[src/rtl/button_conditioner_if.sv]
// Pushbutton conditioner bundle: raw active-low pins in, clean levels/pulses/tick out.
// Latency: none (plain wires between conditioner and its consumers).
// Backpressure: none; every signal is a level or a single-cycle pulse.
interface button_conditioner_if #(
    parameter int N_BTN = 3
);
    logic [N_BTN-1:0] btn_raw;
    logic [N_BTN-1:0] btn_level;
    logic [N_BTN-1:0] btn_press;
    logic [N_BTN-1:0] btn_release;
    logic             ms_tick;

    // Conditioner side: samples the pins and produces the clean view.
    modport master (
        input  btn_raw,
        output btn_level,
        output btn_press,
        output btn_release,
        output ms_tick
    );

    // Pin driver / consumer side.
    modport slave (
        output btn_raw,
        input  btn_level,
        input  btn_press,
        input  btn_release,
        input  ms_tick
    );
endinterface

[src/rtl/button_conditioner.sv]
// Synchronise and debounce active-low pushbuttons; emit clean level, press/release pulses, ms tick.
// Latency: 2 sync flops + DEBOUNCE_MS ticks of stable input (tick phase gives a one-tick spread).
// Backpressure: none; pins are sampled every clk and pulses are one cycle wide, never held.
module button_conditioner #(
    parameter int N_BTN       = 3,
    parameter int TICK_DIV    = 50_000,
    parameter int DEBOUNCE_MS = 20
) (
    input  logic                  clk,
    input  logic                  reset,
    button_conditioner_if.master  bus
);
    localparam int PW = (TICK_DIV > 1) ? $clog2(TICK_DIV) : 1;
    localparam int CW = $clog2(DEBOUNCE_MS);
    localparam logic [PW-1:0] PRESC_LAST = PW'(TICK_DIV - 1);
    localparam logic [CW-1:0] CNT_LAST   = CW'(DEBOUNCE_MS - 1);

    typedef enum logic [1:0] {
        REL    = 2'd0,
        WAIT_P = 2'd1,
        PRS    = 2'd2,
        WAIT_R = 2'd3
    } state_t;

    logic [N_BTN-1:0] sync1;
    logic [N_BTN-1:0] sync2;
    logic [PW-1:0]    presc;
    logic             ms_tick_q;

    state_t           state_q [N_BTN];
    state_t           state_d [N_BTN];
    logic [CW-1:0]    cnt_q   [N_BTN];
    logic [CW-1:0]    cnt_d   [N_BTN];
    logic [N_BTN-1:0] level_q, level_d;
    logic [N_BTN-1:0] press_q, press_d;
    logic [N_BTN-1:0] rel_q,   rel_d;

    // Two-flop synchroniser; idles high so an unpressed button looks released after reset.
    always_ff @(posedge clk) begin
        if (reset) begin
            sync1 <= '1;
            sync2 <= '1;
        end else begin
            sync1 <= bus.btn_raw;
            sync2 <= sync1;
        end
    end

    // Free-running prescaler; the tick is registered off the terminal count.
    always_ff @(posedge clk) begin
        if (reset) begin
            presc     <= '0;
            ms_tick_q <= 1'b0;
        end else begin
            ms_tick_q <= (presc == PRESC_LAST);
            presc     <= (presc == PRESC_LAST) ? '0 : presc + 1'b1;
        end
    end

    // Channel state, counters and registered outputs.
    always_ff @(posedge clk) begin
        if (reset) begin
            for (int i = 0; i < N_BTN; i++) begin
                state_q[i] <= REL;
                cnt_q[i]   <= '0;
            end
            level_q <= '1;
            press_q <= '0;
            rel_q   <= '0;
        end else begin
            for (int i = 0; i < N_BTN; i++) begin
                state_q[i] <= state_d[i];
                cnt_q[i]   <= cnt_d[i];
            end
            level_q <= level_d;
            press_q <= press_d;
            rel_q   <= rel_d;
        end
    end

    // Debounce decisions: a glitch always beats a coincident tick and restarts the count.
    always_comb begin
        level_d = level_q;
        press_d = '0;
        rel_d   = '0;
        for (int i = 0; i < N_BTN; i++) begin
            state_d[i] = state_q[i];
            cnt_d[i]   = cnt_q[i];
            case (state_q[i])
                REL: begin
                    if (!sync2[i]) begin
                        state_d[i] = WAIT_P;
                        cnt_d[i]   = '0;
                    end
                end
                WAIT_P: begin
                    if (sync2[i]) begin
                        state_d[i] = REL;
                        cnt_d[i]   = '0;
                    end else if (ms_tick_q) begin
                        if (cnt_q[i] == CNT_LAST) begin
                            state_d[i] = PRS;
                            cnt_d[i]   = '0;
                            level_d[i] = 1'b0;
                            press_d[i] = 1'b1;
                        end else begin
                            cnt_d[i] = cnt_q[i] + 1'b1;
                        end
                    end
                end
                PRS: begin
                    if (sync2[i]) begin
                        state_d[i] = WAIT_R;
                        cnt_d[i]   = '0;
                    end
                end
                WAIT_R: begin
                    if (!sync2[i]) begin
                        state_d[i] = PRS;
                        cnt_d[i]   = '0;
                    end else if (ms_tick_q) begin
                        if (cnt_q[i] == CNT_LAST) begin
                            state_d[i] = REL;
                            cnt_d[i]   = '0;
                            level_d[i] = 1'b1;
                            rel_d[i]   = 1'b1;
                        end else begin
                            cnt_d[i] = cnt_q[i] + 1'b1;
                        end
                    end
                end
                default: begin
                    state_d[i] = REL;
                    cnt_d[i]   = '0;
                end
            endcase
        end
    end

    assign bus.btn_level   = level_q;
    assign bus.btn_press   = press_q;
    assign bus.btn_release = rel_q;
    assign bus.ms_tick     = ms_tick_q;
endmodule
[src/flat_wrapper.sv]
// flat-port wrapper written by rule: the top's interface ports become plain ports
module button_conditioner_flat 
#(
    parameter int N_BTN       = 3,
    parameter int TICK_DIV    = 50_000,
    parameter int DEBOUNCE_MS = 20
)
  (clk, reset, bus_btn_raw, bus_btn_level, bus_btn_press, bus_btn_release, bus_ms_tick);
  button_conditioner_if #(.N_BTN(N_BTN)) bus_i ();
  input  logic clk;
  input  logic reset;
  input wire logic [$bits(bus_i.btn_raw)-1:0] bus_btn_raw;
  output wire logic [$bits(bus_i.btn_level)-1:0] bus_btn_level;
  output wire logic [$bits(bus_i.btn_press)-1:0] bus_btn_press;
  output wire logic [$bits(bus_i.btn_release)-1:0] bus_btn_release;
  output wire logic [$bits(bus_i.ms_tick)-1:0] bus_ms_tick;
  assign bus_i.btn_raw = bus_btn_raw;
  assign bus_btn_level = bus_i.btn_level;
  assign bus_btn_press = bus_i.btn_press;
  assign bus_btn_release = bus_i.btn_release;
  assign bus_ms_tick = bus_i.ms_tick;
  button_conditioner #(.N_BTN(N_BTN), .TICK_DIV(TICK_DIV), .DEBOUNCE_MS(DEBOUNCE_MS)) u_core (.clk(clk), .reset(reset), .bus(bus_i));
endmodule
[config.mk]
export PLATFORM = sky130hd
export DESIGN_NAME = button_conditioner_flat
export DESIGN_NICKNAME = d
export VERILOG_FILES = /design/src/rtl/button_conditioner_if.sv /design/src/rtl/button_conditioner.sv /design/src/flat_wrapper.sv
export SDC_FILE = /design/constraint.sdc
export NUM_CORES = 1
export LEC_CHECK = 0
export ABC_AREA = 1
export CORE_MARGIN = 2
export CORE_UTILIZATION = 48
export CTS_CLUSTER_SIZE = 25
export DETAILED_ROUTE_END_ITERATION = 10
export PLACE_DENSITY = 0.65
export SETUP_SLACK_MARGIN = 0.1
export SYNTH_ARGS = -nofsm -noshare
export SYNTH_HDL_FRONTEND = slang
export SYNTH_SLANG_ARGS = --single-unit
[constraint.sdc]
create_clock -name clk -period 4.4 [get_ports clk]
set_input_delay 0.44 -clock clk [delete_from_list [all_inputs] [get_ports clk]]
set_output_delay 0.44 -clock clk [all_outputs]
set_load 0.01 [all_outputs]
==> key figures, run 1 <==
Clock network
  – Clock buffers created by TritonCTS: 5
  – Clock sinks: 53
  – Post-CTS resize count: 0
  – H-tree Lvls: 2
  – Clock latency on the worst-skew pair: about 310 ps
  – Cell at the root of the clock tree: sky130_fd_sc_hd__clkbuf_8
  – Clock slew at the register clock pins of the worst setup and hold paths: ~100 ps
  – Hold buffers post-CTS: 0
  – Max Buffers Root-to-Sink: 2
  – Clock tree from TritonCTS: done
  – Setup Buffers After CTS: 0

Synth
  – Part of the Yosys area used for sequential elements: 0.388
  – Count of yosys warnings during synthesis: 0
  – Number of synthesized register bits: 53
  – Proportion of register bits with asynchronous set or reset after synthesis: 0
  – Main combinational cell family by area after synthesis: simple AND/OR/NAND/NOR gates
  – Adder and majority gate portion of the synthesized area: 0.0595
  – Post-synthesis simple-gate area fraction: 0.353
  – Post-Syn Area per Cell: 7.16 µm²
  – Count of flip-flops with a built-in enable after synthesis: 0
  – Post-synthesis mux area share: 0
  – Top_reg_cell synth: sky130_fd_sc_hd__dfxtp_1
  – Area fraction of the dominant cell type after synthesis: 0.388
  – Top cells by area in the synthesized netlist: sky130_fd_sc_hd__dfxtp_1 (39%), sky130_fd_sc_hd__nand2_1 (10%), sky130_fd_sc_hd__inv_1 (6.9%)
  – Synthesized netlist net count: 400
  – Fraction of synthesized cell area in xor and xnor cells: 0.0256
  – Cell accounting for the most synthesized area: sky130_fd_sc_hd__dfxtp_1
  – Gate Count Post-Synth: roughly 380
  – Share of the synthesized area in compound gates (AO/OA/AOI/OAI): 0.0878
  – Library cells used by synthesis: 34
  – Synthesized area: 2740 µm²

STA
  – Transition at the pin with the smallest max-transition slack: 673 ps
  – Max Clock Skew: roughly 10 ps
  – Shortest clock period the worst path allows after layout: between 2000 and 2500 ps
  – Number of max-slew violations in the final report: 0
  – Period Utilization, post-route: 0.462
  – Total negative slack: 0 ps
  – Setup repair after global routing missed its margin: no
  – Worst slew margin relative to its limit: 0.550
  – Final count of hold timing violations: 0
  – Max Clk Rate: about 490 MHz
  – Count of final setup violators: 0

Floorplan
  – Row cnt: 27
  – Width of the chip: between 70 and 80 µm
  – Chip height: around 79 µm
  – Full die area: 6320 µm²
  – I/O pin total: 15
  – Starting Density: 0.497
  – Core footprint: between 5000 and 6000 µm²

Placed design
  – Weighted congestion at the end of routability-driven global placement: ~0.82
  – Number of port buffers: 14
  – HPWL after detailed placement: about 3.7 mm

Power and ir drop
  – Total power divided by cell area: between 300 and 400 nW/µm²
  – Clk network pwr share: 0.295
  – Total power draw: 1170 µW
  – Reported leakage power: around 0.0012 µW
  – Worst supply voltage drop on vdd: about 0.00019 V
  – Register share of total power: 0.454
  – Switching portion of total power: 0.327
  – Switching power summed over all nets: between 300 and 400 µW
  – Comb pwr share: 0.251
  – Pint: around 790 µW

Worst setup path
  – Worst flop-to-flop path startpoint: u_core.state_q[0][2]
  – CP bufs+invs: 2
  – Timing startpoint of the critical path: reset
  – Critical path endpoint category: flop
  – Chain of cells forming the critical path: clkdlybuf4s50_1 > inv_1 > nand2_4 > nor2_1
  – Highest-delay cell along the critical path: sky130_fd_sc_hd__clkdlybuf4s50_1
  – Kind of critical path: primary input to flop
  – Crit path to: u_core.presc[7]
  – Depth of the worst register-to-register path: 7
  – Slowest Stage Delay on Critical Path: about 900 ps
  – CP Data Arrival Time: between 2000 and 2500 ps
  – Critical path launch point type: primary input
  – CP delay by family, top: buffers and inverters
  – Worst flop-to-flop path endpoint: u_core.cnt_q[0][9]
  – Path length in cells of the critical path: 4
  – R2r setup slk: about 2800 ps
  – Worst endpoint required time: between 4000 and 5000 ps
  – Critical Path Fanout Max: 20

Finish
  – ANT cells: 0
  – Final core utilization: 0.554
  – Ratio of cells with drive above 1 in the final layout: 0.0927
  – Leading cell type in the layout, fill and taps excluded: sky130_fd_sc_hd__nand2_1
  – Most frequent cells in the layout: sky130_fd_sc_hd__nand2_1 (73), sky130_fd_sc_hd__dfxtp_1 (53), sky130_fd_sc_hd__inv_1 (50)
  – Area growth from synthesis to layout: 11.6%
  – Nets@finish: ~420

Outcome
  – Status: finished, final reports clean

Drt
  – Total number of vias: 2,344
  – Routed WL: around 5 mm
  – Post-route DRC: 0
  – Total iterations of the first detailed-routing run: 4
  – Per-cell routed wire length: ~11 µm
  – Starting DRT DRC Count: a little under 100
  – Per-cell via count in the routed design: 4.98
  – Number of nets still failing antenna checks after routing: 0

GRT
  – Antenna violations before repair: 0
  – Number of global-route vias before repair: between 2,000 and 2,500
  – Maximum number of pins on one net before global-route repair: 21
  – Wire length of the first global-routing pass: a little under 9 mm
  – Total routing resource utilization after global routing: 0.173
  – Residual overflow from global routing: 0

Run
  – Max-Cap Viols: 0

Min path
  – Min-delay worst type: flop to flop
state kept, by name (all words and copies together) (netlist names), named ones only:
signal	flops
u_core.bus.btn_release	3
u_core.state_q	3
u_core.presc	16
u_core.cnt_q	15
u_core.bus.btn_press	3
u_core.bus.btn_level	3
u_core.sync1	3
u_core.bus.ms_tick	1
u_core.sync2	3
layer usage:
layer  GRT usage  wire [µm]  share of wire  vias up
met1       0.220       2490           0.50     1041
met3      0.0283        117          0.023        7
met2       0.296       2330           0.47       26
li1            -          -              -     1270
met5           0          0              0        -
met4      0.0603         69          0.014        0
kinds of logic after synthesis:
| family | Yosys count |
|---|---|
| simple gates | 206 |
| buf+inv | 59 |
| flops | 53 |
| compound gates | 43 |
| fa+ha+maj | 13 |
| xor+xnor | 8 |
power by group through the flow:
stage	Combinational (µW)	Sequential (µW)	Clock (µW)
global route	345	538	376
floorplan	239	538	0
global placement	290	543	0
detailed placement	292	545	0
CTS	295	533	358
finish	295	533	347
layout make-up:
type,instances,area (µm²)
multi-input cells,270,1440
flip-flops and latches,53,1060
clock inverters,2,37.5
clock buffers,6,82.6
fillers,526,2450
repair buffers,14,140
inverters,54,203
well taps,72,90.1
metrics by stage:
step                      worst slack, ps  instance area, µm²  hold WS [ps]  std cells
after floorplan                      3020                2740           389        382
after global placement               2000                2930           392        463
after detailed placement             1980                2930           394        463
after CTS                            2310                3050           418        471
after global routing                 2180                3050           444        471
final                                2370                3050           414        471
worst min-delay path by stage:
stage | start | end | depth (start not counted)
floorplan | u_core.sync1[0] | u_core.sync2[0] | 1
global placement | u_core.sync1[2] | u_core.sync2[2] | 1
detailed placement | u_core.sync1[1] | u_core.sync2[1] | 1
CTS | u_core.sync1[1] | u_core.sync2[1] | 1
global route | u_core.sync1[1] | u_core.sync2[1] | 1
finish | u_core.sync1[0] | u_core.sync2[0] | 1
Yosys cell counts, types with 2 or more instances:
master and count:
sky130_fd_sc_hd__nand2_1 73, sky130_fd_sc_hd__dfxtp_1 53, sky130_fd_sc_hd__inv_1 50, sky130_fd_sc_hd__nor2_1 48, sky130_fd_sc_hd__nand3_1 26, sky130_fd_sc_hd__a21oi_1 22
sky130_fd_sc_hd__nand4_1 20, sky130_fd_sc_hd__ha_1 13, sky130_fd_sc_hd__o21ai_0 11, sky130_fd_sc_hd__nor3_1 10, sky130_fd_sc_hd__or2_2 8, sky130_fd_sc_hd__xor2_1 7
sky130_fd_sc_hd__inv_2 4, sky130_fd_sc_hd__nand2_2 4, sky130_fd_sc_hd__nor2_2 4, sky130_fd_sc_hd__a21oi_2 3, sky130_fd_sc_hd__clkbuf_1 3, sky130_fd_sc_hd__nor3_2 3
sky130_fd_sc_hd__and2_1 2, sky130_fd_sc_hd__nor4_1 2, sky130_fd_sc_hd__o22ai_1 2, sky130_fd_sc_hd__or2_1 2
Note: power is estimated with default switching activity, not from simulation.
==> run 2: changes to the inputs <==
PLACE_DENSITY = 0.68   (was 0.65)
clock period = 1.8 ns   (was 4.4 ns; I/O delays follow)
==> run 2 against run 1 <==
Compared with the run above:
- clock skew fell by 5.9 ps
- final cell count grew 0.42%
- first-iteration DRC count decreased by 11%
- setup slack worse by 2200 ps
- largest power group unchanged
==> key figures, run 2 (synthesis results as in run 1) <==
Power and ir drop
  – Clk network pwr share: 0.254 (was 0.295)
  – Switching power summed over all nets: 918 µW (was 384 µW)
  – Pint: 1790 µW (was 791 µW)
  – Register share of total power: 0.482 (was 0.454)
  – Comb pwr share: 0.265 (was 0.251)
  – Total power divided by cell area: 890 nW/µm² (was 385 nW/µm²)
  – Reported leakage power: 0.00118 µW (about the same)
  – Switching portion of total power: 0.339 (was 0.327)
  – Worst supply voltage drop on vdd: 0.000646 V (was 0.000191 V)

Worst setup path
  – Depth of the worst register-to-register path: 8 (was 7)
  – Slowest Stage Delay on Critical Path: 540 ps (was 900 ps)
  – Chain of cells forming the critical path: buf_4 > clkdlybuf4s50_1 (was clkdlybuf4s50_1 > inv_1 > nand2_4 > nor2_1)
  – Crit path to: bus_ms_tick (was u_core.presc[7])
  – Critical Path Fanout Max: 9 (was 20)
  – Worst flop-to-flop path startpoint: u_core.state_q[0][0] (was u_core.state_q[0][2])
  – Critical path launch point type: flop (was primary input)
  – Kind of critical path: flop to output pin (was primary input to flop)
  – Worst endpoint required time: 1620 ps (was 4600 ps)
  – CP Data Arrival Time: 1400 ps (was 2230 ps)
  – Timing startpoint of the critical path: u_core.bus.ms_tick (was reset)
  – R2r setup slk: 260 ps (was 2790 ps)
  – Worst flop-to-flop path endpoint: u_core.cnt_q[0][1] (was u_core.cnt_q[0][9])
  – Highest-delay cell along the critical path: sky130_fd_sc_hd__clkdlybuf4s50_1 (unchanged)
  – Critical path endpoint category: output pin (was flop)

Outcome
  – Status: finished, final reports clean (unchanged)

Clock network
  – Clock latency on the worst-skew pair: 300 ps (was 310 ps)
  – Clock tree from TritonCTS: done (unchanged)
  – Clock buffers created by TritonCTS: 5 (unchanged)
  – Clock sinks: 53 (unchanged)
  – Clock slew at the register clock pins of the worst setup and hold paths: 90 ps (was 100 ps)
  – Cell at the root of the clock tree: sky130_fd_sc_hd__clkbuf_8 (unchanged)
  – Max Buffers Root-to-Sink: 2 (unchanged)
  – H-tree Lvls: 2 (unchanged)

STA
  – Total negative slack: 0 ps (unchanged)
  – Period Utilization, post-route: 0.880
  – Setup repair after global routing missed its margin: no (unchanged)
  – Count of final setup violators: 0 (unchanged)
  – Number of max-slew violations in the final report: 0 (unchanged)
  – Max Clock Skew: 4.56 ps (was 10.4 ps)
  – Max Clk Rate: approximately 630 MHz
  – Transition at the pin with the smallest max-transition slack: 372 ps (was 673 ps)
  – Worst slew margin relative to its limit: 0.750 (was 0.550)
  – Shortest clock period the worst path allows after layout: ~1600 ps
  – Final count of hold timing violations: 0 (unchanged)

Finish
  – Ratio of cells with drive above 1 in the final layout: 0.102 (was 0.0927)
  – Max reg flops: 16 (unchanged)
  – Leading cell type in the layout, fill and taps excluded: sky130_fd_sc_hd__nand2_1 (unchanged)
  – Area growth from synthesis to layout: 11.4% (was 11.6%)
  – Largest regs: u_core.presc x16, u_core.cnt_q x15 (unchanged)
  – Post-route insts no fill: 473 (was 471)
  – Nets@finish: 419 (was 416)
  – Most frequent cells in the layout: sky130_fd_sc_hd__nand2_1 (73), sky130_fd_sc_hd__dfxtp_1 (51), sky130_fd_sc_hd__inv_1 (50) (was sky130_fd_sc_hd__nand2_1 (73), sky130_fd_sc_hd__dfxtp_1 (53), sky130_fd_sc_hd__inv_1 (50))
  – Largest reg by FF count: u_core.presc (unchanged)
  – ANT cells: 0 (unchanged)

Drt
  – Per-cell via count in the routed design: 5.05 (was 4.98)
  – Total number of vias: 2,389 (was 2,344)
  – Total iterations of the first detailed-routing run: 4 (unchanged)
  – Per-cell routed wire length: 10.8 µm (was 10.6 µm)
  – Post-route DRC: 0 (unchanged)
  – Number of nets still failing antenna checks after routing: 0 (unchanged)
  – Starting DRT DRC Count: 86 (was 97)
  – Routed WL: 5.12 mm (was 5.01 mm)

GRT
  – Total routing resource utilization after global routing: 0.181 (was 0.173)
  – Residual overflow from global routing: 0 (unchanged)
  – Number of global-route vias before repair: 2,259 (was 2,147)
  – Wire length of the first global-routing pass: 9.34 mm (was 8.95 mm)
  – Maximum number of pins on one net before global-route repair: 20 (was 21)
  – Antenna violations before repair: 0 (unchanged)

Floorplan
  – I/O pin total: 15 (unchanged)
  – Row cnt: 27 (unchanged)
  – Core footprint: 5510 µm² (unchanged)
  – Width of the chip: 79.5 µm (unchanged)
  – Chip height: 79.5 µm (unchanged)
  – Starting Density: 0.497 (unchanged)
  – Full die area: 6320 µm² (unchanged)

Run
  – Max-Cap Viols: 0 (unchanged)

Placed design
  – Number of port buffers: 14 (unchanged)
  – Weighted congestion at the end of routability-driven global placement: 0.843 (was 0.822)
  – Cell Count Post-Placement: 466 (was 463)
  – HPWL after detailed placement: 3.72 mm (about the same)

Min path
  – Min-delay worst type: flop to flop (unchanged)
run 2: cell types whose count changed in the layout (fill, tap and decap cells not counted):
cell,change
sky130_fd_sc_hd__dfxtp_2,+2
sky130_fd_sc_hd__buf_4,+3
sky130_fd_sc_hd__dfxtp_1,-2
sky130_fd_sc_hd__bufinv_16,-1
run 2: power by group through the flow:
| stage | Sequential (µW) | Combinational [µW] | Clock, µW |
|---|---|---|---|
| 5_1_grt | 1320 | 853 | 753 |
| 6_report | 1310 | 717 | 688 |
| 4_1_cts | 1300 | 714 | 721 |
| 2_1_floorplan | 1320 | 585 | 0 |
| 3_3_place_gp | 1330 | 703 | 0 |
| 3_5_place_dp | 1330 | 710 | 0 |
run 2: critical path, delay by kind of cell, from the launching register on:
kind     cells  cell delay (ps)
buf+inv      2              720
flops        1              380
run 2: worst min path at each step:
stage | slack (ps) | from | endpoint | cells past startpoint
finish | 410 | u_core.sync1[2] | u_core.sync2[2] | 1
global route | 420 | bus_btn_raw[1] | u_core.sync1[1] | 2
CTS | 420 | u_core.sync1[2] | u_core.sync2[2] | 1
detailed placement | 390 | u_core.sync1[2] | u_core.sync2[2] | 1
global placement | 390 | u_core.sync1[1] | u_core.sync2[1] | 1
floorplan | 280 | bus_btn_raw[0] | u_core.sync1[0] | 1
run 2: routing by layer:
| layer | global-route usage | share of wire | vias up |
|---|---|---|---|
| met5 | 0 | 0 | - |
| met4 | 0.0776 | 0.016 | 0 |
| met3 | 0.0283 | 0.040 | 9 |
| met2 | 0.295 | 0.45 | 57 |
| met1 | 0.236 | 0.49 | 1047 |
| li1 | - | - | 1276 |
run 2: cell type report:
class | count | area, µm²
tap | 72 | 90.1
sequential | 53 | 1060
clock buffer | 6 | 82.6
multi-input combinational | 270 | 1440
timing repair buffer | 17 | 163
fill | 524 | 2460
clock inverter | 1 | 7.51
inverter | 54 | 203
run 2: stage by stage:
stage	hold WS, ps	utilization	setup slack, ps	total power (µW)	cell area (µm²)
final	414	0.553	217	2710	3050
after global routing	425	0.553	113	2920	3050
after global placement	393	0.536	298	2030	2950
after detailed placement	393	0.536	245	2040	2950
after CTS	416	0.553	140	2740	3040
after floorplan	284	-	415	1900	2740
run 2: what timing repair did:
item,CTS,global route
resized for setup,0,2
buffers inserted,0,0
setup endpoints to repair,0,5
hold buffers,0,0
==> run 3: changes to the inputs <==
MAX_ROUTING_LAYER = met4   (was not set)
PLACE_DENSITY = 0.69   (was 0.68)
==> run 3 against run 2 <==
Compared with the run above:
- routed wire length is 0.88% higher
- first-iteration DRC count is 70% higher
- die area stayed put
- register-to-register slack better by 30 ps
- clock power is 2% lower
- total power is 0.45% lower
- clock-buffer cell count is 1 higher
- sequential power hardly changed
==> key figures, run 3 (synthesis results as in run 1) <==
STA
  – Period Utilization, post-route: 0.886 (was 0.880)
  – Setup WS post-layout: 206 ps (was 217 ps)
  – Count of final setup violators: 0 (unchanged)
  – Number of max-slew violations in the final report: 0 (unchanged)
  – Total negative slack: 0 ps (unchanged)
  – Max Clock Skew: 2.81 ps (was 4.56 ps)
  – Transition at the pin with the smallest max-transition slack: 440 ps (was 372 ps)
  – Setup repair after global routing missed its margin: no (unchanged)
  – Max Clk Rate: 627 MHz (was 632 MHz)
  – Final count of hold timing violations: 0 (unchanged)
  – Shortest clock period the worst path allows after layout: 1590 ps (was 1580 ps)
  – Worst slew margin relative to its limit: 0.705 (was 0.750)

Finish
  – Most frequent cells in the layout: sky130_fd_sc_hd__nand2_1 (73), sky130_fd_sc_hd__dfxtp_1 (51), sky130_fd_sc_hd__inv_1 (50) (unchanged)
  – Layout filler cell count: 527 (was 524)
  – Largest regs: u_core.presc x16, u_core.cnt_q x15 (unchanged)
  – Leading cell type in the layout, fill and taps excluded: sky130_fd_sc_hd__nand2_1 (unchanged)
  – Final core utilization: 0.553 (about the same)
  – Largest reg by FF count: u_core.presc (unchanged)
  – Ratio of cells with drive above 1 in the final layout: 0.0998 (was 0.102)
  – Post-route insts no fill: 473 (unchanged)
  – ANT cells: 0 (unchanged)
  – Nets@finish: 419 (unchanged)
  – Max reg flops: 16 (unchanged)
  – Area growth from synthesis to layout: 11.3% (was 11.4%)

Placed design
  – Cell Count Post-Placement: 466 (unchanged)
  – Number of port buffers: 14 (unchanged)
  – Setup WS pre-CTS: 262 ps (was 245 ps)
  – Weighted congestion at the end of routability-driven global placement: 0.862 (was 0.843)
  – HPWL after detailed placement: 3.78 mm (was 3.72 mm)

Worst setup path
  – Kind of critical path: flop to output pin (unchanged)
  – Critical path endpoint category: output pin (unchanged)
  – R2r setup slk: 290 ps (was 260 ps)
  – CP Data Arrival Time: 1410 ps (was 1400 ps)
  – Worst endpoint required time: 1620 ps (about the same)
  – Critical path launch point type: flop (unchanged)
  – Critical Path Fanout Max: 9 (unchanged)

Run
  – Max-Cap Viols: 0 (unchanged)

Clock network
  – Hold buffers post-CTS: 0 (unchanged)
  – H-tree Lvls: 2 (unchanged)
  – Clock slew at the register clock pins of the worst setup and hold paths: 90 ps (about the same)
  – Clock sinks: 53 (unchanged)
  – Max Buffers Root-to-Sink: 2 (unchanged)
  – Cell at the root of the clock tree: sky130_fd_sc_hd__clkbuf_8 (unchanged)
  – Clock buffers created by TritonCTS: 5 (unchanged)
  – Clock latency on the worst-skew pair: 300 ps (about the same)
  – Clock tree from TritonCTS: done (unchanged)

Power and ir drop
  – Total power divided by cell area: 887 nW/µm² (was 890 nW/µm²)
  – Total power draw: 2700 µW (was 2710 µW)
  – Worst supply voltage drop on vdd: 0.000577 V (was 0.000646 V)
  – Reported leakage power: 0.00118 µW (about the same)

Floorplan
  – I/O pin total: 15 (unchanged)
  – Chip height: 79.5 µm (unchanged)
  – Row cnt: 27 (unchanged)
  – Full die area: 6320 µm² (unchanged)
  – Starting Density: 0.497 (unchanged)
  – Core footprint: 5510 µm² (unchanged)
  – Width of the chip: 79.5 µm (unchanged)

Drt
  – Post-route DRC: 0 (unchanged)
  – Number of nets still failing antenna checks after routing: 0 (unchanged)
  – Starting DRT DRC Count: 146 (was 86)
  – Per-cell via count in the routed design: 5.02 (was 5.05)
  – Total number of vias: 2,373 (was 2,389)
  – Per-cell routed wire length: 10.9 µm (was 10.8 µm)
  – Total iterations of the first detailed-routing run: 4 (unchanged)
  – Routed WL: 5.17 mm (was 5.12 mm)

GRT
  – Antenna violations before repair: 0 (unchanged)
  – Wire length of the first global-routing pass: 9.11 mm (was 9.34 mm)
  – Number of global-route vias before repair: 2,170 (was 2,259)
  – Residual overflow from global routing: 0 (unchanged)
  – Total routing resource utilization after global routing: 0.183 (was 0.181)
  – Maximum number of pins on one net before global-route repair: 20 (unchanged)

Outcome
  – Status: finished, final reports clean (unchanged)

Min path
  – Min-delay worst type: flop to flop (unchanged)
[run 3: cell count changes in the layout (fill, tap and decap cells not counted)]
cell | before | now
sky130_fd_sc_hd__clkbuf_1 | 0 | 1
sky130_fd_sc_hd__clkinvlp_4 | 1 | 0
[run 3: power breakdown]
part	internal, µW	leakage [µW]	total, µW	switching (µW)
Clock	306	0.0000443	674	368
Sequential	1240	0.000431	1300	68.4
Combinational	252	0.000704	720	468
[run 3: final cells by class]
type	count	area [µm²]	share of cell area
Clock buffer	7	86.3	0.0284
Inverter	54	203	0.0666
Multi-Input combinational cell	270	1440	0.472
Sequential cell	53	1060	0.350
Tap cell	72	90.1	0.0296
Timing Repair Buffer	17	163	0.0535
[run 3: metal layers]
| layer | vias up | global-route usage | part of all wire |
|---|---|---|---|
| met5 | - | - | 0 |
| met4 | 0 | 0.0759 | 0.022 |
| met3 | 17 | 0.0351 | 0.040 |
| met2 | 39 | 0.292 | 0.44 |
| met1 | 1042 | 0.228 | 0.50 |
| li1 | 1275 | - | - |
[run 3: worst paths after layout]
path,depth (start not counted),startpoint,to
setup / recovery,2,u_core.bus.ms_tick,bus_ms_tick
hold / removal,1,u_core.sync1[1],u_core.sync2[1]
setup reg to reg,8,u_core.state_q[0][4],flop
hold reg to reg,1,u_core.sync1[1],u_core.sync2[1]
[run 3: per-stage QoR]
step / hold WS [ps] / cell area, µm²
final: 415 / 3040
after global routing: 422 / 3040
after CTS: 414 / 3040
after detailed placement: 393 / 2950
after global placement: 393 / 2950
after floorplan: 284 / 2740
[run 3: worst max-delay path, cell delays in order (launching register included)]
cell	delay, ps
sky130_fd_sc_hd__dfxtp_2	380
sky130_fd_sc_hd__buf_4	180
sky130_fd_sc_hd__clkdlybuf4s50_1	550
[run 3: timing repair]
action,CTS,global route
gates resized for setup,0,2
endpoints found under the setup margin,0,5
buffers inserted,0,0
